File: src/rtl/serial_subtractor_pkg.sv
// Shared definitions for the bit-serial subtractor.
//   DEFAULT_WIDTH : default operand/result width
//   state_t       : controller states (IDLE -> RUN -> DONE -> IDLE)
package serial_subtractor_pkg;

  localparam int DEFAULT_WIDTH = 8;

  typedef enum logic [1:0] {
    ST_IDLE = 2'd0,
    ST_RUN  = 2'd1,
    ST_DONE = 2'd2
  } state_t;

endpackage

File: src/rtl/serial_subtractor_half_subtractor.sv
// Gate-level half subtractor cell, companion to the adder cells.
//   X  : minuend bit
//   Y  : subtrahend bit
//   D  : difference bit, X ^ Y
//   Bo : borrow out, ~X & Y
module half_subtractor (
  input  logic X,
  input  logic Y,
  output logic D,
  output logic Bo
);

  wire x_n;

  xor g_diff (D, X, Y);
  not g_inv  (x_n, X);
  and g_brw  (Bo, x_n, Y);

endmodule

File: src/rtl/serial_subtractor.sv
// Bit-serial subtractor: diff = a - b, processed LSB first, one bit per clock.
//   clk        : system clock, rising edge
//   rst        : asynchronous active-high reset
//   start      : request, sampled only while idle
//   a, b       : minuend / subtrahend, captured on an accepted start
//   busy       : high while bits are being processed
//   done       : one-cycle pulse when diff/borrow_out/overflow are fresh
//   diff       : a - b modulo 2^WIDTH
//   borrow_out : 1 when unsigned a < b
//   overflow   : signed two's-complement overflow of a - b
module serial_subtractor
  import serial_subtractor_pkg::*;
#(
  parameter int WIDTH = DEFAULT_WIDTH
) (
  input  logic             clk,
  input  logic             rst,
  input  logic             start,
  input  logic [WIDTH-1:0] a,
  input  logic [WIDTH-1:0] b,
  output logic             busy,
  output logic             done,
  output logic [WIDTH-1:0] diff,
  output logic             borrow_out,
  output logic             overflow
);

  // One extra counter bit keeps WIDTH=1 legal; RUN exits at LAST so it never wraps.
  localparam int             CW   = $clog2(WIDTH) + 1;
  localparam logic [CW-1:0]  LAST = CW'(WIDTH - 1);

  state_t           state, state_nxt;
  logic [WIDTH-1:0] a_sr, b_sr, res_sr, res_shift;
  logic [CW-1:0]    cnt;
  logic             borrow_q;
  logic             a_msb, b_msb;
  logic             hs1_d, hs1_bo, hs2_bo;
  logic             bit_d, bit_bout;

  // Full subtractor: first cell handles a0 - b0, second subtracts the incoming borrow.
  half_subtractor u_hs_ab (
    .X  (a_sr[0]),
    .Y  (b_sr[0]),
    .D  (hs1_d),
    .Bo (hs1_bo)
  );

  half_subtractor u_hs_bin (
    .X  (hs1_d),
    .Y  (borrow_q),
    .D  (bit_d),
    .Bo (hs2_bo)
  );

  assign bit_bout = hs1_bo | hs2_bo;

  // Result register after this cycle's bit enters at the MSB; written this way
  // so it stays legal when WIDTH=1.
  always_comb begin
    res_shift            = res_sr >> 1;
    res_shift[WIDTH-1]   = bit_d;
  end

  // State register.
  always_ff @(posedge clk or posedge rst) begin
    if (rst) state <= ST_IDLE;
    else     state <= state_nxt;
  end

  // Next-state logic; DONE always returns to IDLE after one cycle.
  always_comb begin
    state_nxt = state;
    case (state)
      ST_IDLE: if (start) state_nxt = ST_RUN;
      ST_RUN:  if (cnt == LAST) state_nxt = ST_DONE;
      ST_DONE: state_nxt = ST_IDLE;
      default: state_nxt = ST_IDLE;
    endcase
  end

  assign busy = (state == ST_RUN);
  assign done = (state == ST_DONE);

  // Datapath: operand capture, per-bit shifting, and result publication on the
  // final bit. Published outputs are only touched on the edge entering DONE, so a
  // partial result is never visible.
  always_ff @(posedge clk or posedge rst) begin
    if (rst) begin
      a_sr       <= '0;
      b_sr       <= '0;
      res_sr     <= '0;
      cnt        <= '0;
      borrow_q   <= 1'b0;
      a_msb      <= 1'b0;
      b_msb      <= 1'b0;
      diff       <= '0;
      borrow_out <= 1'b0;
      overflow   <= 1'b0;
    end else begin
      case (state)
        ST_IDLE: begin
          if (start) begin
            a_sr     <= a;
            b_sr     <= b;
            a_msb    <= a[WIDTH-1];
            b_msb    <= b[WIDTH-1];
            borrow_q <= 1'b0;
            cnt      <= '0;
          end
        end
        ST_RUN: begin
          a_sr     <= a_sr >> 1;
          b_sr     <= b_sr >> 1;
          res_sr   <= res_shift;
          borrow_q <= bit_bout;
          cnt      <= cnt + 1'b1;
          if (cnt == LAST) begin
            diff       <= res_shift;
            borrow_out <= bit_bout;
            overflow   <= (a_msb ^ b_msb) & (res_shift[WIDTH-1] ^ a_msb);
          end
        end
        default: ;
      endcase
    end
  end

endmodule
File: config.mk
export PLATFORM = sky130hd
export DESIGN_NAME = serial_subtractor
export DESIGN_NICKNAME = d
export VERILOG_FILES = /design/src/rtl/serial_subtractor_pkg.sv /design/src/rtl/serial_subtractor_half_subtractor.sv /design/src/rtl/serial_subtractor.sv
export SDC_FILE = /design/constraint.sdc
export NUM_CORES = 1
export LEC_CHECK = 0
export BUFFER_PORTS_ARGS = -buffer_cell sky130_fd_sc_hd__buf_4
export CORE_MARGIN = 5
export CORE_UTILIZATION = 50
export CTS_CLUSTER_DIAMETER = 30
export DETAILED_ROUTE_END_ITERATION = 12
export GPL_TIMING_DRIVEN = 1
export PLACE_DENSITY = 0.76
export SYNTH_ARGS = -nofsm -noshare
export SYNTH_HDL_FRONTEND = slang
export SYNTH_SLANG_ARGS = --single-unit
File: constraint.sdc
create_clock -name clk -period 1.8 [get_ports clk]
set_clock_uncertainty 0.15 [all_clocks]
set_input_delay 0.27 -clock clk [delete_from_list [all_inputs] [get_ports clk]]
set_output_delay 0.27 -clock clk [all_outputs]
set_load 0.005 [all_outputs]
==> results.json <==
{
  "outcome": "completed",
  "slew-limit-headroom": 0.6550,
  "instances_no_fill": 262,
  "p_per_area_nw_per_um2": 1682,
  "r2r-end": "overflow",
  "whs_path_depth": 2,
  "initialDrtViolationCount": 83,
  "clock-sinks": 42,
  "num_rows": 22,
  "fmax_mhz": 589.0,
  "cap_violations": 0,
  "place_area_um2": 2261,
  "die_h_um": 72.92,
  "netlist-cell-type-count": 32,
  "viasPerCell": 5.427,
  "ant_nets": 0,
  "setup-violations-final": 0,
  "pin_count": 31,
  "syn-instance-count": 180,
  "syn_nets": 201,
  "start_util": 0.5287,
  "hold_start": "b[7]",
  "hold_end": "b_msb",
  "die_x_um": 72.92,
  "path_max_fanout": 4,
  "netlist.area_leader.share": 0.5310,
  "n_antenna_cell": 0,
  "htreeDepth": 2,
  "worstSkewPairLatency_ns": 0.30,
  "ys_seq_area_frac": 0.5310,
  "ff2ff_path_depth": 5,
  "core-area_um2": 3744,
  "numCtsBuffers": 5,
  "synth_edf_count": 0,
  "post_cts_buffers": 0,
  "ctsResizeCount": 0,
  "intPower_mw": 2.607,
  "grt_setup_unrepaired": "false",
  "antenna_found_initial": 0,
  "routed_wl_mm": 3.901,
  "required_ns": 1.84,
  "dieArea_um2": 5317,
  "synth_area_per_cell_um2": 11.00,
  "regToRegSetupSlack_ns": 0.10,
  "firstDrtPassIters": 6,
  "finalInstanceArea_um2": 2380,
  "tns_ns": 0,
  "fin_crit_ns": 1.698,
  "crit_type": "reg2reg",
  "syn2layout_area_growth_pct": 20.23,
  "grt_pass1_wl_mm": 6.955,
  "whs_ns": 0.06900,
  "r2r-start": "borrow_q",
  "cts_buffer_depth": 2,
  "clkTransAtPathRegs_ns": 0.08,
  "maxSlewViolCount": 0,
  "hold_class": "in2reg",
  "period_share": 0.9432,
  "nNetsFinal": 234,
  "tightest_slew_ns": 0.5175,
  "yosysWarnings": 0,
  "grt_util_all_layers": 0.1671,
  "drive_gt1_frac": 0.2850,
  "portBuffers": 30,
  "power_switching_mw": 1.395,
  "synth_area_leaders": "dfrtp_1 53%, mux2_4 7.6%, a22oi_1 5.3%",
  "critPathCaptureType": "flop",
  "power.share.switching": 0.3485,
  "grt_overflow": 0,
  "mostFrequentLayoutCells": "42 x dfrtp_1, 34 x buf_4, 26 x nand2_1",
  "layout_commonest_cell": "dfrtp_1",
  "pwr-share-clk": 0.183,
  "finalHoldViolations": 0,
  "synth_ff_type": "dfrtp_1",
  "leakage_nw": 1.134,
  "vias": 1422,
  "post_drt_wl_per_cell_um": 14.89,
  "synth_seq_cells": 42,
  "seqPwrFrac": 0.411,
  "netlist_area_um2": 1979,
  "cts_tree": "yes",
  "synth_area_leader_cell": "dfrtp_1",
  "clock_tree.root_cell": "clkbuf_8",
  "dp_hpwl_mm": 2.688,
  "irDropWorstVdd_v": 0.001005,
  "critical_path_arrival_ns": 1.74,
  "grt_max_degree": 43,
  "dp.cells": 253,
  "comb_power_share": 0.406,
  "async_reset_ff_frac": 1.000,
  "worstSetupStartpointType": "flop",
  "place.gp.congestion": 0.8129,
  "drc": 0,
  "grt_pass1_vias": 1535
}
## area by class of cell
cell class                      count  area, um2
Fill cell                         305       1364
Sequential cell                    42       1051
Multi-Input combinational cell    122      835.8
Timing Repair Buffer               37      305.3
Clock buffer                        5      68.82
Tap cell                           48      60.06
Clock inverter                      3      40.04
Inverter                            5      18.77
## worst max-delay path by stage
| stage | from | end | slack, ns |
|---|---|---|---|
| floorplan | b_sr[0] | overflow | 0.16 |
| global placement | b_sr[0] | overflow | 0.13 |
| detailed placement | b_sr[0] | overflow | 0.09 |
| CTS | b_sr[0] | overflow | 0.08 |
| global route | borrow_q | overflow | 0.04 |
| finish | borrow_q | overflow | 0.10 |
## stage by stage
stage | power (mW) | setup slack [ns] | util
floorplan | 2.737 | 0.1638 | -
global placement | 3.205 | 0.1319 | 0.6039
detailed placement | 3.299 | 0.08717 | 0.6039
CTS | 4.050 | 0.07624 | 0.6357
global route | 4.328 | 0.04105 | 0.6357
finish | 4.002 | 0.1022 | 0.6357
## power groups by stage
| stage | Combinational, mW | Clock, mW | Sequential, mW |
|---|---|---|---|
| 2_1_floorplan | 1.13 | 0 | 1.60 |
| 3_5_place_dp | 1.64 | 0 | 1.66 |
| 6_report | 1.63 | 0.731 | 1.65 |
| 4_1_cts | 1.65 | 0.751 | 1.65 |
| 5_1_grt | 1.83 | 0.790 | 1.71 |
| 3_3_place_gp | 1.57 | 0 | 1.63 |
## critical path: stages (launching register included)
cell and delay (ns):
dfrtp_1 0.35, inv_1 0.06, fa_1 0.60, nand2b_1 0.12, o21ai_0 0.07, mux2_4 0.26
## cell families after synthesis
logic type	synth area share
adder cells (fa/ha/maj)	0.01643
AO/OA/AOI/OAI	0.1631
flip-flops	0.5310
AND/OR/NAND/NOR	0.1511
buffers and inverters	0.04677
multiplexers	0.09165
## synthesized netlist by cell type, drive strengths merged (2+ instances only)
cell type and number:
dfrtp 42, nand2 27, o21ai 19, a21oi 16, a22oi 14, mux2 11
nor2b 11, buf 8, and2b 7, inv 5, clkbuf 3, nand2b 3
a22o 2, mux2i 2, nand3 2
## per-layer routing
| metal | track usage | vias to the layer above | wire length [um] |
|---|---|---|---|
| met5 | 0 | - | 0 |
| met4 | 0.03689 | 0 | 25 |
| met3 | 0.05234 | 2 | 174 |
| met2 | 0.2766 | 25 | 1985 |
| met1 | 0.2153 | 710 | 1716 |
| li1 | - | 685 | - |
## registers in the layout, summed over array words and instances, names as in the netlist
name and count:
diff 8, b_sr 8, state 2, cnt 4, overflow 1, res_sr 7
a_msb 1, a_sr 8, b_msb 1, borrow_out 1, borrow_q 1
## what timing repair did
| action | 4_1_cts | 5_1_grt |
|---|---|---|
| endpoints found under the setup margin | 0 | 1 |
| hold buffers | 1 | 0 |
| endpoints found under the hold margin | 42 | 0 |
No activity file was read; power rests on OpenSTA's default activity.
